`src/rtl/qspi_psram_pkg.sv`:
```
`default_nettype none
// ============================================================================
//  Module      : qspi_psram_pkg
//  Description : Shared constants and types for the QSPI/QPI PSRAM target:
//                command opcodes, link address width and the FSM state type.
//  Revision    : 1.0 - initial release
// ============================================================================
package qspi_psram_pkg;

    // The link always carries a 24-bit byte address.
    localparam int LINK_ADDR_W = 24;

    localparam logic [7:0] CMD_RST_EN = 8'h66;
    localparam logic [7:0] CMD_RST    = 8'h99;
    localparam logic [7:0] CMD_QPI_EN = 8'h35;
    localparam logic [7:0] CMD_READ   = 8'h0B;
    localparam logic [7:0] CMD_WRITE  = 8'h38;

    typedef enum logic [2:0] {
        ST_IDLE   = 3'd0,
        ST_CMD    = 3'd1,
        ST_ADDR   = 3'd2,
        ST_WAIT   = 3'd3,
        ST_RDATA  = 3'd4,
        ST_WDATA  = 3'd5,
        ST_IGNORE = 3'd6
    } state_e;

endpackage
`default_nettype wire

```
`src/rtl/qspi_psram_target_sync.sv`:
```
`default_nettype none
// ============================================================================
//  Module      : qspi_link_sync
//  Description : Brings the QSPI link into the system clock domain. Two-flop
//                synchronizers on spi_clk, spi_cs_n and spi_io_i, followed by
//                edge detection producing one-clk pulses.
//  Ports       : clk, rst_n          - system clock, async active-low reset
//                spi_clk, spi_cs_n   - raw link clock / chip select
//                spi_io_i[3:0]       - raw link data
//                io_s[3:0]           - synchronized data, aligned with rise
//                rise / fall         - spi_clk edge pulses, only while CS low
//                cs_active           - synchronized CS is asserted
//                cs_start / cs_end   - synchronized CS fall / rise pulses
//  Revision    : 1.0 - initial release
// ============================================================================
module qspi_link_sync (
    input  logic       clk,
    input  logic       rst_n,
    input  logic       spi_clk,
    input  logic       spi_cs_n,
    input  logic [3:0] spi_io_i,
    output logic [3:0] io_s,
    output logic       rise,
    output logic       fall,
    output logic       cs_active,
    output logic       cs_start,
    output logic       cs_end
);

    // Bit [0] metastability stage, [1] synchronized value, [2] previous value.
    logic [2:0] sclk_q, sclk_d;
    logic [2:0] cs_q,   cs_d;
    logic [3:0] io_meta_q, io_meta_d;
    logic [3:0] io_sync_q, io_sync_d;

    always_comb begin
        sclk_d    = {sclk_q[1:0], spi_clk};
        cs_d      = {cs_q[1:0], spi_cs_n};
        io_meta_d = spi_io_i;
        io_sync_d = io_meta_q;
    end

    always_ff @(posedge clk or negedge rst_n) begin
        if (!rst_n) begin
            sclk_q    <= 3'b000;
            cs_q      <= 3'b111;
            io_meta_q <= 4'h0;
            io_sync_q <= 4'h0;
        end else begin
            sclk_q    <= sclk_d;
            cs_q      <= cs_d;
            io_meta_q <= io_meta_d;
            io_sync_q <= io_sync_d;
        end
    end

    // Data shares the clock's synchronizer depth, so io_s is the value that
    // was stable on the link at the rising spi_clk edge.
    assign io_s      = io_sync_q;
    assign cs_active = ~cs_q[1];
    assign rise      = cs_active &  sclk_q[1] & ~sclk_q[2];
    assign fall      = cs_active & ~sclk_q[1] &  sclk_q[2];
    assign cs_start  = ~cs_q[1] &  cs_q[2];
    assign cs_end    =  cs_q[1] & ~cs_q[2];

endmodule
`default_nettype wire

```
`src/rtl/qspi_psram_target.sv`:
```
`default_nettype none
// ============================================================================
//  Module      : qspi_psram_target
//  Description : QSPI/QPI PSRAM responder. Oversamples the link with clk,
//                decodes SPI init commands (0x66, 0x99, 0x35) and QPI read
//                (0x0B) / write (0x38), and serves data from a byte-wide
//                synchronous memory port (1-clk read latency).
//  Ports       : clk, rst_n                  - system clock, async reset
//                spi_clk, spi_cs_n, spi_io_i - link inputs
//                spi_io_o, spi_io_oe         - link data out and enable
//                mem_addr, mem_rd, mem_wr,
//                mem_wdata, mem_rdata        - local memory port
//                qpi_mode                    - quad mode active
//                cmd_err                     - pulse on unsupported command
//  Revision    : 1.0 - initial release
// ============================================================================
module qspi_psram_target
    import qspi_psram_pkg::*;
#(
    parameter int ADDR_W      = 24,
    parameter int WAIT_CYCLES = 4
) (
    input  logic              clk,
    input  logic              rst_n,
    input  logic              spi_clk,
    input  logic              spi_cs_n,
    input  logic [3:0]        spi_io_i,
    output logic [3:0]        spi_io_o,
    output logic              spi_io_oe,
    output logic [ADDR_W-1:0] mem_addr,
    output logic              mem_rd,
    output logic              mem_wr,
    output logic [7:0]        mem_wdata,
    input  logic [7:0]        mem_rdata,
    output logic              qpi_mode,
    output logic              cmd_err
);

    logic [3:0] io_s;
    logic       rise, fall, cs_active, cs_start, cs_end;

    qspi_link_sync u_sync (
        .clk       (clk),
        .rst_n     (rst_n),
        .spi_clk   (spi_clk),
        .spi_cs_n  (spi_cs_n),
        .spi_io_i  (spi_io_i),
        .io_s      (io_s),
        .rise      (rise),
        .fall      (fall),
        .cs_active (cs_active),
        .cs_start  (cs_start),
        .cs_end    (cs_end)
    );

    state_e                 state_q,     state_d;
    logic [3:0]             bit_cnt_q,   bit_cnt_d;
    logic [6:0]             cmd_q,       cmd_d;
    logic                   is_read_q,   is_read_d;
    logic [LINK_ADDR_W-1:0] addr_q,      addr_d;
    logic                   qpi_q,       qpi_d;
    logic                   rst_en_q,    rst_en_d;
    logic                   cmd_err_q,   cmd_err_d;
    logic                   mem_rd_q,    mem_rd_d;
    logic                   rd_pend_q,   rd_pend_d;
    logic                   mem_wr_q,    mem_wr_d;
    logic [7:0]             mem_wdata_q, mem_wdata_d;
    logic [ADDR_W-1:0]      mem_addr_q,  mem_addr_d;
    logic [3:0]             io_o_q,      io_o_d;
    logic                   oe_q,        oe_d;
    logic [7:0]             wait_cnt_q,  wait_cnt_d;
    logic [7:0]             byte_q,      byte_d;
    logic [3:0]             hi_nib_q,    hi_nib_d;
    // Read: 0 = low nibble goes out next. Write: 1 = high nibble held.
    logic                   phase_q,     phase_d;

    logic [7:0]             cmd_next;
    logic [3:0]             bit_sum;
    logic [LINK_ADDR_W-1:0] addr_next;
    logic [LINK_ADDR_W-1:0] addr_inc;

    always_comb begin
        state_d     = state_q;
        bit_cnt_d   = bit_cnt_q;
        cmd_d       = cmd_q;
        is_read_d   = is_read_q;
        addr_d      = addr_q;
        qpi_d       = qpi_q;
        rst_en_d    = rst_en_q;
        wait_cnt_d  = wait_cnt_q;
        byte_d      = byte_q;
        hi_nib_d    = hi_nib_q;
        phase_d     = phase_q;
        io_o_d      = io_o_q;
        oe_d        = oe_q;
        mem_addr_d  = mem_addr_q;
        mem_wdata_d = mem_wdata_q;
        cmd_err_d   = 1'b0;
        mem_rd_d    = 1'b0;
        mem_wr_d    = 1'b0;
        rd_pend_d   = mem_rd_q;

        cmd_next  = qpi_q ? {cmd_q[3:0], io_s} : {cmd_q, io_s[0]};
        bit_sum   = bit_cnt_q + (qpi_q ? 4'd4 : 4'd1);
        addr_next = {addr_q[LINK_ADDR_W-5:0], io_s};
        addr_inc  = addr_q + LINK_ADDR_W'(1);

        if (cs_end) begin
            // Deselect wins over everything: drop partial bytes and any
            // prefetch still in flight.
            state_d   = ST_IDLE;
            oe_d      = 1'b0;
            rd_pend_d = 1'b0;
            phase_d   = 1'b0;
        end else begin
            if (rd_pend_q) begin
                byte_d = mem_rdata;
            end
            case (state_q)
                ST_IDLE: begin
                    if (cs_start) begin
                        state_d   = ST_CMD;
                        bit_cnt_d = 4'd0;
                    end
                end
                ST_CMD: begin
                    if (rise) begin
                        cmd_d     = cmd_next[6:0];
                        bit_cnt_d = bit_sum;
                        if (bit_sum == 4'd8) begin
                            bit_cnt_d = 4'd0;
                            rst_en_d  = 1'b0;
                            state_d   = ST_IGNORE;
                            case (cmd_next)
                                CMD_RST_EN: rst_en_d = 1'b1;
                                CMD_RST: begin
                                    if (rst_en_q) begin
                                        qpi_d = 1'b0;
                                    end else begin
                                        cmd_err_d = 1'b1;
                                    end
                                end
                                CMD_QPI_EN: qpi_d = 1'b1;
                                CMD_READ, CMD_WRITE: begin
                                    if (qpi_q) begin
                                        state_d   = ST_ADDR;
                                        is_read_d = (cmd_next == CMD_READ);
                                    end else begin
                                        cmd_err_d = 1'b1;
                                    end
                                end
                                default: cmd_err_d = 1'b1;
                            endcase
                        end
                    end
                end
                ST_ADDR: begin
                    if (rise) begin
                        addr_d    = addr_next;
                        bit_cnt_d = bit_cnt_q + 4'd1;
                        if (bit_cnt_q == 4'd5) begin
                            bit_cnt_d = 4'd0;
                            phase_d   = 1'b0;
                            if (is_read_q) begin
                                state_d    = ST_WAIT;
                                wait_cnt_d = 8'd0;
                                mem_rd_d   = 1'b1;
                                mem_addr_d = addr_next[ADDR_W-1:0];
                            end else begin
                                state_d = ST_WDATA;
                            end
                        end
                    end
                end
                ST_WAIT: begin
                    if (rise && (wait_cnt_q != 8'(WAIT_CYCLES))) begin
                        wait_cnt_d = wait_cnt_q + 8'd1;
                    end
                    if (fall && (wait_cnt_q == 8'(WAIT_CYCLES))) begin
                        oe_d    = 1'b1;
                        io_o_d  = byte_q[7:4];
                        phase_d = 1'b0;
                        state_d = ST_RDATA;
                    end
                end
                ST_RDATA: begin
                    if (fall) begin
                        if (!phase_q) begin
                            // The byte is fully on the wire once the low
                            // nibble is registered, so the next prefetch
                            // may overwrite byte_q.
                            io_o_d     = byte_q[3:0];
                            addr_d     = addr_inc;
                            mem_rd_d   = 1'b1;
                            mem_addr_d = addr_inc[ADDR_W-1:0];
                            phase_d    = 1'b1;
                        end else begin
                            io_o_d  = byte_q[7:4];
                            phase_d = 1'b0;
                        end
                    end
                end
                ST_WDATA: begin
                    if (rise) begin
                        if (!phase_q) begin
                            hi_nib_d = io_s;
                            phase_d  = 1'b1;
                        end else begin
                            mem_wr_d    = 1'b1;
                            mem_wdata_d = {hi_nib_q, io_s};
                            mem_addr_d  = addr_q[ADDR_W-1:0];
                            addr_d      = addr_inc;
                            phase_d     = 1'b0;
                        end
                    end
                end
                ST_IGNORE: begin
                    if (!cs_active) begin
                        state_d = ST_IDLE;
                    end
                end
                default: state_d = ST_IDLE;
            endcase
        end
    end

    always_ff @(posedge clk or negedge rst_n) begin
        if (!rst_n) begin
            state_q     <= ST_IDLE;
            bit_cnt_q   <= 4'd0;
            cmd_q       <= 7'd0;
            is_read_q   <= 1'b0;
            addr_q      <= '0;
            qpi_q       <= 1'b0;
            rst_en_q    <= 1'b0;
            cmd_err_q   <= 1'b0;
            mem_rd_q    <= 1'b0;
            rd_pend_q   <= 1'b0;
            mem_wr_q    <= 1'b0;
            mem_wdata_q <= 8'd0;
            mem_addr_q  <= '0;
            io_o_q      <= 4'd0;
            oe_q        <= 1'b0;
            wait_cnt_q  <= 8'd0;
            byte_q      <= 8'd0;
            hi_nib_q    <= 4'd0;
            phase_q     <= 1'b0;
        end else begin
            state_q     <= state_d;
            bit_cnt_q   <= bit_cnt_d;
            cmd_q       <= cmd_d;
            is_read_q   <= is_read_d;
            addr_q      <= addr_d;
            qpi_q       <= qpi_d;
            rst_en_q    <= rst_en_d;
            cmd_err_q   <= cmd_err_d;
            mem_rd_q    <= mem_rd_d;
            rd_pend_q   <= rd_pend_d;
            mem_wr_q    <= mem_wr_d;
            mem_wdata_q <= mem_wdata_d;
            mem_addr_q  <= mem_addr_d;
            io_o_q      <= io_o_d;
            oe_q        <= oe_d;
            wait_cnt_q  <= wait_cnt_d;
            byte_q      <= byte_d;
            hi_nib_q    <= hi_nib_d;
            phase_q     <= phase_d;
        end
    end

    assign spi_io_o  = io_o_q;
    assign spi_io_oe = oe_q;
    assign mem_addr  = mem_addr_q;
    assign mem_rd    = mem_rd_q;
    assign mem_wr    = mem_wr_q;
    assign mem_wdata = mem_wdata_q;
    assign qpi_mode  = qpi_q;
    assign cmd_err   = cmd_err_q;

endmodule
`default_nettype wire

```
`config.mk`:
```
export PLATFORM = sky130hd
export DESIGN_NAME = qspi_psram_target
export DESIGN_NICKNAME = d
export VERILOG_FILES = /design/src/rtl/qspi_psram_pkg.sv /design/src/rtl/qspi_psram_target_sync.sv /design/src/rtl/qspi_psram_target.sv
export SDC_FILE = /design/constraint.sdc
export NUM_CORES = 1
export LEC_CHECK = 0
export CORE_ASPECT_RATIO = 1.5
export CORE_MARGIN = 3
export CORE_UTILIZATION = 54
export CTS_CLUSTER_SIZE = 14
export DETAILED_ROUTE_END_ITERATION = 16
export PLACE_DENSITY = 0.78
export SKIP_CTS_REPAIR_TIMING = 1
export SLEW_MARGIN = 10
export SYNTH_ARGS = -nofsm -noshare
export SYNTH_HDL_FRONTEND = slang
export SYNTH_HIERARCHICAL = 1
export SYNTH_SLANG_ARGS = --single-unit
```
`constraint.sdc`:
```
create_clock -name clk -period 7.9 [get_ports clk]
set_clock_uncertainty 0.2 [all_clocks]
set_input_delay 1.185 -clock clk [delete_from_list [all_inputs] [get_ports clk]]
set_output_delay 1.185 -clock clk [all_outputs]
set_load 0.03 [all_outputs]
```
==> results of run 1 <==
## routing by layer
| metal | wire length, microns | global-route usage [%] | vias up | share of wire, % |
|---|---|---|---|---|
| met2 | 7900 | 40.6 | 226 | 52 |
| met1 | 5930 | 30.4 | 2636 | 39 |
| met4 | 607 | 12.9 | 0 | 4.0 |
| met3 | 791 | 3.19 | 60 | 5.2 |
| met5 | 0 | 0 | - | 0 |
| li1 | - | - | 2550 | - |
## cell usage in the layout, fill, tap and decap left out, types with 11 or more instances in the layout
master / count
clkdlybuf4s50_1: 55
mux2_2: 30
inv_1: 17
nor2_1: 50
xor2_1: 14
a21oi_1: 41
nand2_1: 74
dfrtp_1: 114
nor3_1: 17
clkbuf_16: 17
o21ai_0: 44
a31oi_1: 11
nand3_1: 15
nand4_1: 12
## registers in the layout (all words and copies together) (netlist names), 7 cells and up
| register | count |
|---|---|
| byte_q | 8 |
| addr_q | 24 |
| cmd_q | 7 |
| mem_addr | 24 |
| wait_cnt_q | 8 |
| mem_wdata | 8 |
## logic make-up (layout without fill, tap and decap cells)
family / count (synthesis) / after routing / share of synthesized area [%]
buf+inv: 71 / 111 / 4.80
simple gates: 240 / 240 / 19.7
flops: 117 / 117 / 45.5
mux: 39 / 39 / 6.64
compound gates: 183 / 183 / 18.5
fa+ha+maj: 8 / 8 / 1.55
xor+xnor: 24 / 24 / 3.26
## power by group through the flow
| stage | registers, mW | clock network, mW | logic [mW] |
|---|---|---|---|
| after floorplan | 0.997 | 0 | 0.665 |
| after CTS | 1.00 | 0.819 | 0.957 |
| after detailed placement | 1.01 | 0 | 0.946 |
| final | 1.01 | 0.810 | 0.959 |
| after global routing | 1.04 | 0.845 | 1.06 |
| after global placement | 0.994 | 0 | 0.916 |
## final cells by class
type / instances / area (sq um)
sequential: 117 / 2930
timing repair buffer: 62 / 603
clock buffer: 20 / 447
inverter: 17 / 63.8
multi-input combinational: 494 / 3220
tap: 150 / 188
fill: 913 / 3960
clock inverter: 12 / 179
## worst min-delay path by stage
stage | from | to | slack (ns) | cells past startpoint
finish | u_sync/sclk_q[0] | u_sync/sclk_q[1] | 0.15 | 0
CTS | u_sync/sclk_q[0] | u_sync/sclk_q[1] | 0.15 | 0
global route | u_sync/sclk_q[0] | u_sync/sclk_q[1] | 0.15 | 0
detailed placement | u_sync/io_meta_q[0] | u_sync/io_s[0] | 0.14 | 0
global placement | u_sync/io_meta_q[1] | u_sync/io_s[1] | 0.13 | 0
floorplan | u_sync/io_meta_q[0] | u_sync/io_s[0] | 0.13 | 0
## per-stage QoR
step | cells | hold WS, ns
after floorplan | 682 | 0.131
after global placement | 840 | 0.132
after detailed placement | 840 | 0.137
after CTS | 872 | 0.152
after global routing | 872 | 0.155
final | 872 | 0.149
==> results.toml, run 1 <==
[flow_run]
maxCapViolations = 0

[placement]
gp_congestion = 0.859
dp_slack_ns = 4.60
post-dp-hpwl_mm = 9.96
numPortBuffers = 56
dpl_cell_area_sq_mm = 0.00701

[detailed_routing]
wirelength_mm = 15.2
route.detailed.drc = 0
antenna_left = 0
drt_iter0_drc = 398
vias = 5472
via_per_inst = 6.28
routedWlPerCell_microns = 17.5
drt-pass1-iter-count = 5

[cells_and_area]
antenna_cells = 0
syn_to_final_growth_pct = 18.5
drive_above_1_share_pct = 12.3
final_area_sq_mm = 0.00763
postLayoutCoreUtil_pct = 65.8
nNetsFinal = 733

[floorplanning]
start_util_pct = 55.6
num_io_pins = 57
num_rows = 48
chipWidth_microns = 95.2
dieArea_sq_mm = 0.0133
die_y_microns = 140
fp.coreArea_sq_mm = 0.0116

[clocking]
clock_latency_ns = 0.41
path_clk_slew_ns = 0.05
cts_tree = "built"
ctsHtreeMaxLevel = 4
clockBufferDepth = 2
cts-buffers-inserted = 17
cts-root-buf = "clkbuf_16"
clock_sinks = 117

[global_route]
grt_pass1_wl_mm = 26.2
grt_max_degree = 75
grt-ovfl-total = 0
grt_use_total_pct = 24.4
grt_pass1_vias = 5428
antenna_found_initial = 0

[power_and_ir_drop]
p_leak_nw = 3.15
seqPwrFrac_pct = 36.3
p_int_mw = 1.70
swShare_pct = 38.6
peakVddDrop_mv = 0.210
p_switching_mw = 1.07
power.total_mw = 2.78
clkPwrFrac_pct = 29.1
power_density_mw_per_mm2 = 364
combPwrFrac_pct = 34.5

[worst_setup_path]
worst_r2r_endpoint = "addr_q[0]"
crit_path_start = "qpi_mode"
path_delay_family = "flip-flops"
cp_cell_sequence = "clkdlybuf4s50_1"
path_class = "reg -> out"
path_buf_inv = 1
rrSetupSlack_ns = 4.50
critPathMaxFanout = 24
cp_slowest_stage_delay_ns = 0.84
cp-endpoint = "qpi_mode"
cp.arrival_ns = 2.06
crit_slowest_cell = "dfrtp_1"
startpoint_type = "register"
required_ns = 6.51
crit_cells = 1
rr_worst_depth = 5
r2r_start = "u_sync/cs_q[1]"
critPathCaptureType = "output port"

[logic_synthesis]
synth_top_area_share_pct = 44.3
synth_seq_area_share_pct = 45.5
ys_types = 76
ys_top_cells_by_area = "dfrtp_1, mux2_2, nand2_1, o21ai_0, a21oi_1"
syn_nets = 706
ys_warn_count = 6
synth.most_common_cell = "dfrtp_1"
netlist.top_cell.by_area = "dfrtp_1"
synth_top_flop_cell = "dfrtp_1"
synth_edf_count = 0
syn_inst = 682
synthTopCellsByCount = "dfrtp_1, nand2_1, nor2_1, o21ai_0, a21oi_1"
synth.avg_cell_area_sq_um = 9.45
synth_area_sq_mm = 0.00644
async_flop_share_pct = 100
synth_seq_cells = 117

[sta]
final.setup.tns_ns = 0
rsz0062_at_grt = "no"
slew_headroom_pct = 25.3
period_share_pct = 43.6
final_max_slew_viol_count = 0
setup_ws_ns = 4.45
period_minus_slack_ns = 3.45
setup_viol = 0
max_freq_mhz = 290
hold_violations = 0
tightest_slew_ns = 1.12

[outcome]
outcome = "finished, final reports clean"

[worst_hold_path]
min_path_type = "reg -> reg"
No activity file was read; power rests on OpenSTA's default activity.
==> run 2: changes to the inputs <==
==> constraint.sdc (replaced) <==
create_clock -name clk -period 3.4 [get_ports clk]
set_clock_uncertainty 0.2 [all_clocks]
set_input_delay 0.51 -clock clk [delete_from_list [all_inputs] [get_ports clk]]
set_output_delay 0.51 -clock clk [all_outputs]
set_load 0.03 [all_outputs]
==> results.toml, run 2 (synthesized netlist as in run 1, its figures left out) <==
[global_route]
grt_pass1_vias = 5421
grt_use_total_pct = 24.6
grt_pass1_wl_mm = 25.9
grt-ovfl-total = 0
antenna_found_initial = 0
grt_max_degree = 64

[floorplanning]
start_util_pct = 55.6
fp.coreArea_sq_mm = 0.0116
die_y_microns = 140
dieArea_sq_mm = 0.0133
chipWidth_microns = 95.2
num_io_pins = 57
num_rows = 48

[worst_setup_path]
critPathMaxFanout = 28
r2r_start = "u_sync/sclk_q[1]"
rrSetupSlack_ns = 0.68
path_buf_inv = 2
crit_path_start = "u_sync/sclk_q[1]"
cp_common_cell = "buf_4"
startpoint_type = "register"
cp.arrival_ns = 2.83
cp_cell_sequence = "nor3b_1 -> buf_4 -> or3b_2 -> a211o_1 -> o21ai_2 -> buf_4 -> nand2_1 -> a22o_1"
crit_slowest_cell = "or3b_2"
cp-endpoint = "addr_q[21]"
rr_worst_depth = 8
critPathCaptureType = "register"
crit_cells = 8
path_class = "reg -> reg"
required_ns = 3.50
worst_r2r_endpoint = "addr_q[21]"
path_delay_family = "compound AO/OA/AOI/OAI gates"
cp_slowest_stage_delay_ns = 0.47

[flow_run]
maxCapViolations = 0

[cells_and_area]
syn_to_final_growth_pct = 19.8
layout_commonest_cell = "dfrtp_1"
nNetsFinal = 745
antenna_cells = 0
nFillCells = 875
stdcell_count = 884
final_cell_mix = "dfrtp_1, nand2_1, clkdlybuf4s50_1"
drive_above_1_share_pct = 13.9

[clocking]
clockBufferDepth = 2
ctsHtreeMaxLevel = 4
cts_tree = "built"
cts-buffers-inserted = 17
path_clk_slew_ns = 0.06
cts-root-buf = "clkbuf_16"
clock_latency_ns = 0.42
clock_sinks = 117

[detailed_routing]
route.detailed.drc = 0
wirelength_mm = 15.5
routedWlPerCell_microns = 17.5
antenna_left = 0
drt-pass1-iter-count = 5
via_per_inst = 6.23
drt_iter0_drc = 367
vias = 5505

[sta]
whs_ns = 0.147
slew_headroom_pct = 31.1
max_freq_mhz = 367
period_minus_slack_ns = 2.72
rsz0062_at_grt = "no"
final.setup.tns_ns = 0
setup_viol = 0
tightest_slew_ns = 1.01
hold_violations = 0
period_share_pct = 80.1
setup_ws_ns = 0.678
final_max_slew_viol_count = 0

[power_and_ir_drop]
power_density_mw_per_mm2 = 831
peakVddDrop_mv = 0.520
p_leak_nw = 3.21
power.total_mw = 6.41

[placement]
dp_slack_ns = 0.719
gp_congestion = 0.899
place_inst = 851
numPortBuffers = 56
post-dp-hpwl_mm = 10.4

[worst_hold_path]
holdPathStages = 0
min_path_type = "reg -> reg"

[outcome]
outcome = "finished, final reports clean"
==> run 2: cell types whose count changed in the layout (fill, tap and decap cells not counted) <==
cell / before / now
inv_6: 0 / 7
clkinvlp_4: 3 / 1
clkinv_4: 3 / 4
buf_4: 7 / 17
bufinv_16: 4 / 2
buf_12: 0 / 1
clkinv_2: 2 / 0
clkbuf_1: 2 / 0
dlygate4sd3_1: 0 / 1
==> run 2: worst min-delay path by stage <==
stage | slack [ns] | to | start
after CTS | -0.17 | mem_addr[12] | rst_n
after global routing | 0.16 | u_sync/cs_q[1] | u_sync/cs_q[0]
final | 0.15 | u_sync/sclk_q[1] | u_sync/sclk_q[0]
after global placement | 0.13 | u_sync/io_s[2] | u_sync/io_meta_q[2]
after detailed placement | 0.14 | u_sync/sclk_q[1] | u_sync/sclk_q[0]
after floorplan | 0.01 | addr_q[0] | rst_n
==> run 2: layer usage <==
| metal | up-vias | global-route usage, % | share of wire (%) |
|---|---|---|---|
| met4 | 0 | 13.8 | 4.3 |
| met1 | 2652 | 29.4 | 38 |
| met2 | 220 | 40.7 | 52 |
| met5 | - | 0 | 0 |
| met3 | 56 | 4.60 | 5.3 |
| li1 | 2577 | - | - |
==> run 2: final cells by class <==
cell class	instances	area [sq um]	area share [%]
clock inverters	14	164	2.12
repair buffers	74	708	9.18
flip-flops and latches	117	2930	38.0
inverters	17	63.8	0.827
clock buffers	18	439	5.69
well taps	150	188	2.43
multi-input cells	494	3220	41.7
==> run 2: where the power goes <==
group	switching [mW]	leakage, nW	internal, mW
clock	0.693	0.293	1.12
combinational	1.32	1.39	0.960
sequential	0.544	1.52	1.78
total	2.55	3.21	3.86
==> run 2: through the flow <==
| stage | utilization (%) | cell area [sq um] |
|---|---|---|
| final | 66.6 | 7710 |
| after global routing | 66.6 | 7710 |
| after CTS | 66.5 | 7700 |
| after detailed placement | 61.3 | 7100 |
| after global placement | 61.3 | 7100 |
| after floorplan | - | 6440 |
==> run 3: changes to the inputs <==
==> constraint.sdc (replaced) <==
create_clock -name clk -period 2.7 [get_ports clk]
set_clock_uncertainty 0.2 [all_clocks]
set_input_delay 0.405 -clock clk [delete_from_list [all_inputs] [get_ports clk]]
set_output_delay 0.405 -clock clk [all_outputs]
set_load 0.03 [all_outputs]
==> results.toml, run 3 (synthesized netlist as in run 1, its figures left out) <==
[clocking]
clock_sinks = 117
cts-buffers-inserted = 17
clock_latency_ns = 0.41
clockBufferDepth = 2
cts_tree = "built"
ctsHtreeMaxLevel = 4
cts-root-buf = "clkbuf_16"
path_clk_slew_ns = 0.06

[detailed_routing]
wirelength_mm = 16.1
via_per_inst = 6.21
route.detailed.drc = 0
drt-pass1-iter-count = 5
antenna_left = 0
vias = 5568
routedWlPerCell_microns = 17.9
drt_iter0_drc = 339

[power_and_ir_drop]
peakVddDrop_mv = 0.610
power_density_mw_per_mm2 = 1060
p_leak_nw = 3.29

[floorplanning]
num_rows = 48
chipWidth_microns = 95.2
fp.coreArea_sq_mm = 0.0116
dieArea_sq_mm = 0.0133
die_y_microns = 140
num_io_pins = 57
start_util_pct = 55.6

[placement]
post-dp-hpwl_mm = 10.7
numPortBuffers = 56
dpl_cell_area_sq_mm = 0.00725
gp_congestion = 0.838
place_inst = 863

[sta]
period_share_pct = 95.7
final_max_slew_viol_count = 0
rsz0062_at_grt = "no"
setup_viol = 0
tightest_slew_ns = 0.751
final.setup.tns_ns = 0
period_minus_slack_ns = 2.58
hold_violations = 0
max_freq_mhz = 387
slew_headroom_pct = 49.8

[worst_setup_path]
required_ns = 2.85
cp.arrival_ns = 2.73
critPathMaxFanout = 24
critPathCaptureType = "register"
path_class = "reg -> reg"
startpoint_type = "register"

[cells_and_area]
nNetsFinal = 758
final_cell_mix = "dfrtp_1, nand2_1, clkdlybuf4s50_1"
nFillCells = 870
final_area_sq_mm = 0.00792
antenna_cells = 0
syn_to_final_growth_pct = 23.0
stdcell_count = 896
drive_above_1_share_pct = 15.8
layout_commonest_cell = "dfrtp_1"

[global_route]
grt_max_degree = 64
antenna_found_initial = 0
grt_pass1_wl_mm = 26.7
grt_pass1_vias = 5568
grt_use_total_pct = 25.2
grt-ovfl-total = 0

[outcome]
outcome = "finished, final reports clean"

[flow_run]
maxCapViolations = 0

[worst_hold_path]
min_path_type = "reg -> reg"
## run 3: changes by cell type in the layout (fill, tap and decap cells not counted), sizes merged
cell and delta:
clkinvlp +2, clkbuf +1, inv -7, o21ai +1
clkinv +1, buf +12, bufinv +2
## run 3: layer usage
layer / vias up / part of all wire, % / track usage [%]
met5: - / 0 / 0
met4: 0 / 3.0 / 11.3
met3: 42 / 4.6 / 4.98
met2: 173 / 53 / 42.5
met1: 2750 / 40 / 30.7
li1: 2603 / - / -
## run 3: worst paths after layout
check	to	start	cells after the start	slack (ns)
hold / removal	u_sync/io_s[1]	u_sync/io_meta_q[1]	0	0.14
hold reg to reg	u_sync/io_s[1]	u_sync/io_meta_q[1]	0	0.14
setup reg to reg	mem_addr[14]	u_sync/cs_q[1]	6	0.12
min in group asynchronous	mem_addr[12]	rst_n	2	0.33
setup / recovery	mem_addr[14]	u_sync/cs_q[1]	6	0.12
max in group asynchronous	wait_cnt_q[0]	rst_n	3	1.35
## run 3: through the flow
step	power (mW)	setup slack, ns	util, %	hold slack, ns
finish	8.38	0.117	68.4	0.141
global placement	5.77	0.185	62.5	0.133
global route	8.86	0.0260	68.4	0.147
CTS	8.36	0.0860	68.0	-0.207
detailed placement	5.92	0.0964	62.5	0.135
floorplan	4.86	0.0189	-	-0.0906
## run 3: worst max-delay path, cell delays in order (launching register included)
cell and delay (ns):
dfstp_2 0.39, nor3b_1 0.26, or3b_2 0.53, a211oi_4 0.41
o21ai_4 0.27, a311oi_1 0.34, a21o_1 0.11
## run 3: layout make-up
type | count | area (sq um) | share of cell area [%]
Tap cell | 150 | 188 | 2.37
Sequential cell | 117 | 2930 | 37.0
Multi-Input combinational cell | 495 | 3260 | 41.1
Inverter | 17 | 63.8 | 0.805
Clock inverter | 12 | 179 | 2.26
Clock buffer | 19 | 453 | 5.72
Timing Repair Buffer | 86 | 848 | 10.7
## run 3: where the power goes
group | internal, mW | total (mW) | switching (mW)
clock | 1.59 | 2.40 | 0.815
sequential | 2.25 | 2.84 | 0.597
combinational | 1.32 | 3.13 | 1.82
